File: config.mk
export PLATFORM = sky130hd
export DESIGN_NAME = result_tx_seq_flat
export DESIGN_NICKNAME = d
export VERILOG_FILES = /design/src/rtl/result_tx_seq_if.sv /design/src/rtl/result_tx_seq.sv /design/src/flat_wrapper.sv
export SDC_FILE = /design/constraint.sdc
export NUM_CORES = 1
export LEC_CHECK = 0
export BUFFER_PORTS_ARGS = -buffer_cell sky130_fd_sc_hd__buf_2
export CAP_MARGIN = 20
export CORE_UTILIZATION = 40
export CTS_BUF_LIST = sky130_fd_sc_hd__clkbuf_8
export CTS_CLUSTER_DIAMETER = 30
export DETAILED_ROUTE_END_ITERATION = 16
export GPL_TIMING_DRIVEN = 0
export HOLD_SLACK_MARGIN = 0.02
export SYNTH_ARGS = -nofsm -noshare
export SYNTH_HDL_FRONTEND = slang
export SYNTH_SLANG_ARGS = --single-unit
File: constraint.sdc
create_clock -name clk -period 8.7 [get_ports clk]
set_input_delay 1.305 -clock clk [delete_from_list [all_inputs] [get_ports clk]]
set_output_delay 1.305 -clock clk [all_outputs]
set_load 0.02 [all_outputs]
File: src/rtl/result_tx_seq_if.sv
// Bundle between the FPU result path, the UART byte transmitter and status logic.
// The sequencer takes the slave view; whoever drives results and the UART busy flag takes the master view.
interface result_tx_seq_if;
    logic [31:0] result;
    logic        res_valid;
    logic        tx_busy;
    logic        tx_start;
    logic [7:0]  tx_data;
    logic        frame_done;
    logic        busy;
    logic        overflow;
    logic [4:0]  fifo_count;

    modport slave (
        input  result, res_valid, tx_busy,
        output tx_start, tx_data, frame_done, busy, overflow, fifo_count
    );

    modport master (
        output result, res_valid, tx_busy,
        input  tx_start, tx_data, frame_done, busy, overflow, fifo_count
    );
endinterface

File: src/rtl/result_tx_seq.sv
// Buffers 32-bit FPU results in a small FIFO and streams each one to a UART
// transmitter as four bytes, MSB first, with a busy-rise timeout per byte.
module result_tx_seq #(
    parameter int FIFO_DEPTH = 4,
    parameter int BUSY_TO    = 16
) (
    input  logic           clk,
    input  logic           rst,
    result_tx_seq_if.slave bus
);
    localparam int AW = (FIFO_DEPTH > 1) ? $clog2(FIFO_DEPTH) : 1;
    localparam int TW = $clog2(BUSY_TO + 1);
    localparam logic [TW-1:0] TO_LAST  = TW'(BUSY_TO - 1);
    localparam logic [4:0]    FULL_CNT = 5'(FIFO_DEPTH);

    typedef enum logic [1:0] {
        IDLE    = 2'd0,
        START   = 2'd1,
        WAIT_HI = 2'd2,
        WAIT_LO = 2'd3
    } state_e;

    state_e          state_q, state_d;
    logic [31:0]     mem_q [FIFO_DEPTH];
    logic [AW-1:0]   wr_ptr_q, wr_ptr_d;
    logic [AW-1:0]   rd_ptr_q, rd_ptr_d;
    logic [4:0]      count_q, count_d;
    logic            overflow_q, overflow_d;
    logic [31:0]     shift_q, shift_d;
    logic [1:0]      byte_idx_q, byte_idx_d;
    logic [TW-1:0]   to_q, to_d;

    logic            empty_s, full_s, pop_s, push_s, drop_s;
    logic            tx_start_s, frame_done_s;

    // FIFO control: a pop from IDLE frees a slot, so a push into a full FIFO is accepted in that cycle
    always_comb begin
        empty_s    = (count_q == 5'd0);
        full_s     = (count_q == FULL_CNT);
        pop_s      = (state_q == IDLE) && !empty_s && !rst;
        push_s     = bus.res_valid && (!full_s || pop_s) && !rst;
        drop_s     = bus.res_valid && full_s && !pop_s && !rst;
        wr_ptr_d   = push_s ? (wr_ptr_q + AW'(1)) : wr_ptr_q;
        rd_ptr_d   = pop_s  ? (rd_ptr_q + AW'(1)) : rd_ptr_q;
        overflow_d = overflow_q | drop_s;
        case ({push_s, pop_s})
            2'b10:   count_d = count_q + 5'd1;
            2'b01:   count_d = count_q - 5'd1;
            default: count_d = count_q;
        endcase
    end

    // FIFO storage; contents need no reset because the pointers define validity
    always_ff @(posedge clk) begin
        if (push_s) begin
            mem_q[wr_ptr_q] <= bus.result;
        end
    end

    // Next-state and byte datapath for the transmit sequencer
    always_comb begin
        state_d    = state_q;
        shift_d    = shift_q;
        byte_idx_d = byte_idx_q;
        to_d       = to_q;
        case (state_q)
            IDLE: begin
                if (pop_s) begin
                    shift_d    = mem_q[rd_ptr_q];
                    byte_idx_d = 2'd0;
                    state_d    = START;
                end else begin
                    state_d    = IDLE;
                end
            end
            START: begin
                if (!bus.tx_busy) begin
                    to_d    = '0;
                    state_d = WAIT_HI;
                end else begin
                    state_d = START;
                end
            end
            WAIT_HI: begin
                // A transmitter that never raises busy must not stall the frame forever
                if (bus.tx_busy) begin
                    state_d = WAIT_LO;
                end else if (to_q == TO_LAST) begin
                    state_d = WAIT_LO;
                end else begin
                    to_d    = to_q + TW'(1);
                end
            end
            WAIT_LO: begin
                if (bus.tx_busy) begin
                    state_d = WAIT_LO;
                end else if (byte_idx_q == 2'd3) begin
                    state_d = IDLE;
                end else begin
                    byte_idx_d = byte_idx_q + 2'd1;
                    shift_d    = {shift_q[23:0], 8'h00};
                    state_d    = START;
                end
            end
            default: begin
                state_d = IDLE;
            end
        endcase
    end

    // Sequencer state register
    always_ff @(posedge clk) begin
        if (rst) begin
            state_q <= IDLE;
        end else begin
            state_q <= state_d;
        end
    end

    // FIFO pointers, status and byte datapath registers
    always_ff @(posedge clk) begin
        if (rst) begin
            wr_ptr_q   <= '0;
            rd_ptr_q   <= '0;
            count_q    <= 5'd0;
            overflow_q <= 1'b0;
            shift_q    <= 32'h0000_0000;
            byte_idx_q <= 2'd0;
            to_q       <= '0;
        end else begin
            wr_ptr_q   <= wr_ptr_d;
            rd_ptr_q   <= rd_ptr_d;
            count_q    <= count_d;
            overflow_q <= overflow_d;
            shift_q    <= shift_d;
            byte_idx_q <= byte_idx_d;
            to_q       <= to_d;
        end
    end

    // Handshake pulses decoded from state and the live busy flag
    always_comb begin
        tx_start_s   = 1'b0;
        frame_done_s = 1'b0;
        case (state_q)
            START:   tx_start_s   = !bus.tx_busy;
            WAIT_LO: frame_done_s = !bus.tx_busy && (byte_idx_q == 2'd3);
            default: begin
                tx_start_s   = 1'b0;
                frame_done_s = 1'b0;
            end
        endcase
    end

    // Outputs are held quiet for the whole reset cycle, not only after it
    assign bus.tx_start   = tx_start_s & ~rst;
    assign bus.frame_done = frame_done_s & ~rst;
    assign bus.busy       = ~rst & (~empty_s | (state_q != IDLE));
    assign bus.overflow   = overflow_q & ~rst;
    assign bus.tx_data    = rst ? 8'h00 : shift_q[31:24];
    assign bus.fifo_count = rst ? 5'd0 : count_q;
endmodule

File: src/flat_wrapper.sv
// flat-port wrapper written by rule: the top's interface ports become plain ports
module result_tx_seq_flat 
#(
    parameter int FIFO_DEPTH = 4,
    parameter int BUSY_TO    = 16
)
  (clk, rst, bus_result, bus_res_valid, bus_tx_busy, bus_tx_start, bus_tx_data, bus_frame_done, bus_busy, bus_overflow, bus_fifo_count);
  result_tx_seq_if bus_i ();
  input  logic clk;
  input  logic rst;
  input wire logic [$bits(bus_i.result)-1:0] bus_result;
  input wire logic [$bits(bus_i.res_valid)-1:0] bus_res_valid;
  input wire logic [$bits(bus_i.tx_busy)-1:0] bus_tx_busy;
  output wire logic [$bits(bus_i.tx_start)-1:0] bus_tx_start;
  output wire logic [$bits(bus_i.tx_data)-1:0] bus_tx_data;
  output wire logic [$bits(bus_i.frame_done)-1:0] bus_frame_done;
  output wire logic [$bits(bus_i.busy)-1:0] bus_busy;
  output wire logic [$bits(bus_i.overflow)-1:0] bus_overflow;
  output wire logic [$bits(bus_i.fifo_count)-1:0] bus_fifo_count;
  assign bus_i.result = bus_result;
  assign bus_i.res_valid = bus_res_valid;
  assign bus_i.tx_busy = bus_tx_busy;
  assign bus_tx_start = bus_i.tx_start;
  assign bus_tx_data = bus_i.tx_data;
  assign bus_frame_done = bus_i.frame_done;
  assign bus_busy = bus_i.busy;
  assign bus_overflow = bus_i.overflow;
  assign bus_fifo_count = bus_i.fifo_count;
  result_tx_seq #(.FIFO_DEPTH(FIFO_DEPTH), .BUSY_TO(BUSY_TO)) u_core (.clk(clk), .rst(rst), .bus(bus_i));
endmodule
==> results.toml <==
[run_status]
violations = "DRC"
status = "finished with violations"

[global_routing]
busiest_layer = "met2"
antenna_found_initial = 0
grt_util_all_layers_pct = 16.5
gr-total-overflow = 0
grt_use_met3_pct = 4.53
grt_max_degree = 24
use_met1_pct = 20.5
grt_pass1_vias = 4212
use_met2_pct = 27.6
grt_pass1_wl_um = 22300

[yosys]
synth_area_leaders = "edfxtp_1 53%, dfxtp_1 15%, mux4_2 9.8%, mux2i_1 4.0%, a21oi_1 2.8%"
synth_edf_count = 128
seq_area_frac_synth_pct = 67.0
syn_avg_cell_area_um2 = 15.5
synth-seq-cells = 181
ys_types = 46
yosysWarnings = 0
netlist_area_um2 = 7320
synth_nets = 517
synthFlopType = "edfxtp_1"
yosysTopAreaCellShare_pct = 52.5
synth_top_area_cell = "edfxtp_1"
syn_inst = 471
async_flop_share_pct = 0

[floorplanning]
dieWidth_um = 137
core_um2 = 18000
die_h_um = 137
ios = 53
die-area_um2 = 18800
rows = 49
start_util_pct = 40.7

[min_path]
worstHoldStart = "u_core.overflow_q"
min_to = "u_core.overflow_q"
hp-class = "register to register"
holdPathStages = 2

[critical_path]
worst-path-max-fanout = 10
cp-end-kind = "output port"
crit_path_start_kind = "primary input"
cp_data_arrival_time_ns = 2.72
r2r_slack_ns = 5.47
worstSetupPathType = "primary input to output port"
r2r_cells = 12
regToRegStartpoint = "u_core.count_q[0]"
crit_required_ns = 7.39
r2r-end = "u_core.count_q[4]"

[cells_and_area]
layout_common_cells = "128 x edfxtp_1, 64 x buf_2, 53 x dfxtp_1"
final_common_cell = "edfxtp_1"
fin_cells = 787
nets = 591
area_growth_pct = 13.8
seqCellArea_um2 = 4900
fill_cells = 1588
multiInputGateArea_um2 = 2230
drive_above_1_share_pct = 26.2
antennaDiodeCount = 0

[timing]
worstMarginPinSlew_ns = 0.722
final_max_slew_viol_count = 0
clock_skew_ns = 0.0101
min_period_ns = 4.02
finalSetupTns_ns = 0
finalWorstSetupSlack_ns = 4.68
rsz0062_at_grt = "false"
hold_viol = 0
maxClockFrequency_mhz = 249
maxSlewHeadroom_pct = 51.9
period_share_pct = 46.2
setup_viol = 0

[pwr]
p_sw_mw = 0.721
power_leakage_nw = 3.07
clkPwrFrac_pct = 24.1
peakVddDrop_v = 0.000121
pwr-share-comb_pct = 28.5
pwr-share-seq_pct = 47.4
internal_power_mw = 1.58
p_total_mw = 2.30
power.density_nw_per_um2 = 276
switching_share_pct = 31.4

[routing]
drt-total-wl_um = 14100
ant_nets = 0
first_pass_iters = 10
num_vias = 4156
drc = 2
wl_per_cell_um = 17.9
drt-initial-drc-count = 253
viasPerCell = 5.28

[clock_tree]
cts_resized = 0
ctsLongestPathBuffers = 2
htreeDepth = 4
worstSkewPairLatency_ns = 0.46
cts_root_buf = "clkbuf_8"
clkTransAtPathRegs_ns = 0.09
cts_tree = "built"
cts_sinks = 181
postCtsHoldBufs = 0
cts_buffers = 17
postCtsSetupBuffers = 0

[place]
dp_hpwl_um = 9710
dp.cells = 755
place_ws_ns = 4.63
place.gp.congestion = 0.779
io_buffers = 51

[run]
maxCapViolations = 0
-- worst max path at each step --
| stage | startpoint | end | depth (start not counted) |
|---|---|---|---|
| final | rst | bus_busy | 5 |
| after global routing | rst | bus_busy | 5 |
| after CTS | rst | bus_fifo_count[4] | 5 |
| after detailed placement | rst | u_core.count_q[4] | 12 |
| after global placement | rst | bus_fifo_count[4] | 5 |
| after floorplan | rst | bus_frame_done | 3 |
-- power groups by stage --
stage / Clock [mW] / Sequential [mW] / Combinational (mW)
after CTS: 0.567 / 1.09 / 0.664
after detailed placement: 0 / 1.11 / 0.660
after floorplan: 0 / 1.08 / 0.502
after global placement: 0 / 1.10 / 0.639
final: 0.554 / 1.09 / 0.655
after global routing: 0.601 / 1.10 / 0.724
-- cells by family after synthesis --
family / synth area share, %
adder cells (fa/ha/maj): 1.71
XOR/XNOR: 1.08
flip-flops: 67.0
buffers and inverters: 2.58
AND/OR/NAND/NOR: 6.72
AO/OA/AOI/OAI: 6.91
multiplexers: 14.0
-- final cells by class --
class	count	area share (%)
Clock buffer	17	2.81
Clock inverter	15	1.82
Tap cell	229	3.44
Multi-Input combinational cell	249	26.8
Timing Repair Buffer	55	4.03
Buffer	31	1.82
Inverter	10	0.451
Sequential cell	181	58.9
-- state kept, by name, summed over array words and instances (netlist names), named ones only --
register	count
u_core.byte_idx_q	2
u_core.count_q	5
u_core.mem_q	128
u_core.overflow_q	1
u_core.rd_ptr_q	2
u_core.shift_q	32
u_core.state_q	2
u_core.to_q	5
u_core.wr_ptr_q	2
-- worst max-delay path, stage by stage --
cell and delay (ns):
clkbuf_1 0.28, clkbuf_1 0.41, buf_1 0.44, a21oi_1 0.11, buf_2 0.19
-- per-stage QoR --
step	hold slack (ns)	util, %	instance area, um2
finish	0.456	46.4	8330
detailed placement	0.446	44.2	7940
global placement	0.437	43.7	7860
global route	0.485	46.4	8330
floorplan	0.427	-	7320
CTS	0.458	46.4	8330
-- Yosys cell counts (all sizes together) (2+ instances only) --
| cell type | instances |
|---|---|
| edfxtp | 128 |
| dfxtp | 53 |
| a21oi | 42 |
| mux4 | 32 |
| mux2i | 29 |
| o31ai | 26 |
| buf | 19 |
| nand2 | 17 |
| nor2 | 16 |
| nand3 | 15 |
| nor2b | 14 |
| clkbuf | 12 |
| ha | 10 |
| inv | 9 |
| nor3 | 6 |
| xnor2 | 6 |
| and2 | 4 |
| nand2b | 4 |
| o21ai | 3 |
| xor2 | 3 |
| a211oi | 2 |
| and3b | 2 |
| nand4 | 2 |
| nor3b | 2 |
| or3b | 2 |
| or4 | 2 |
-- metal layers --
layer / share of wire [%] / vias to the layer above
met5: 0 / -
li1: - / 1967
met2: 50 / 100
met1: 44 / 2075
met4: 1.6 / 0
met3: 4.7 / 14
(Power assumes the default switching activity.)
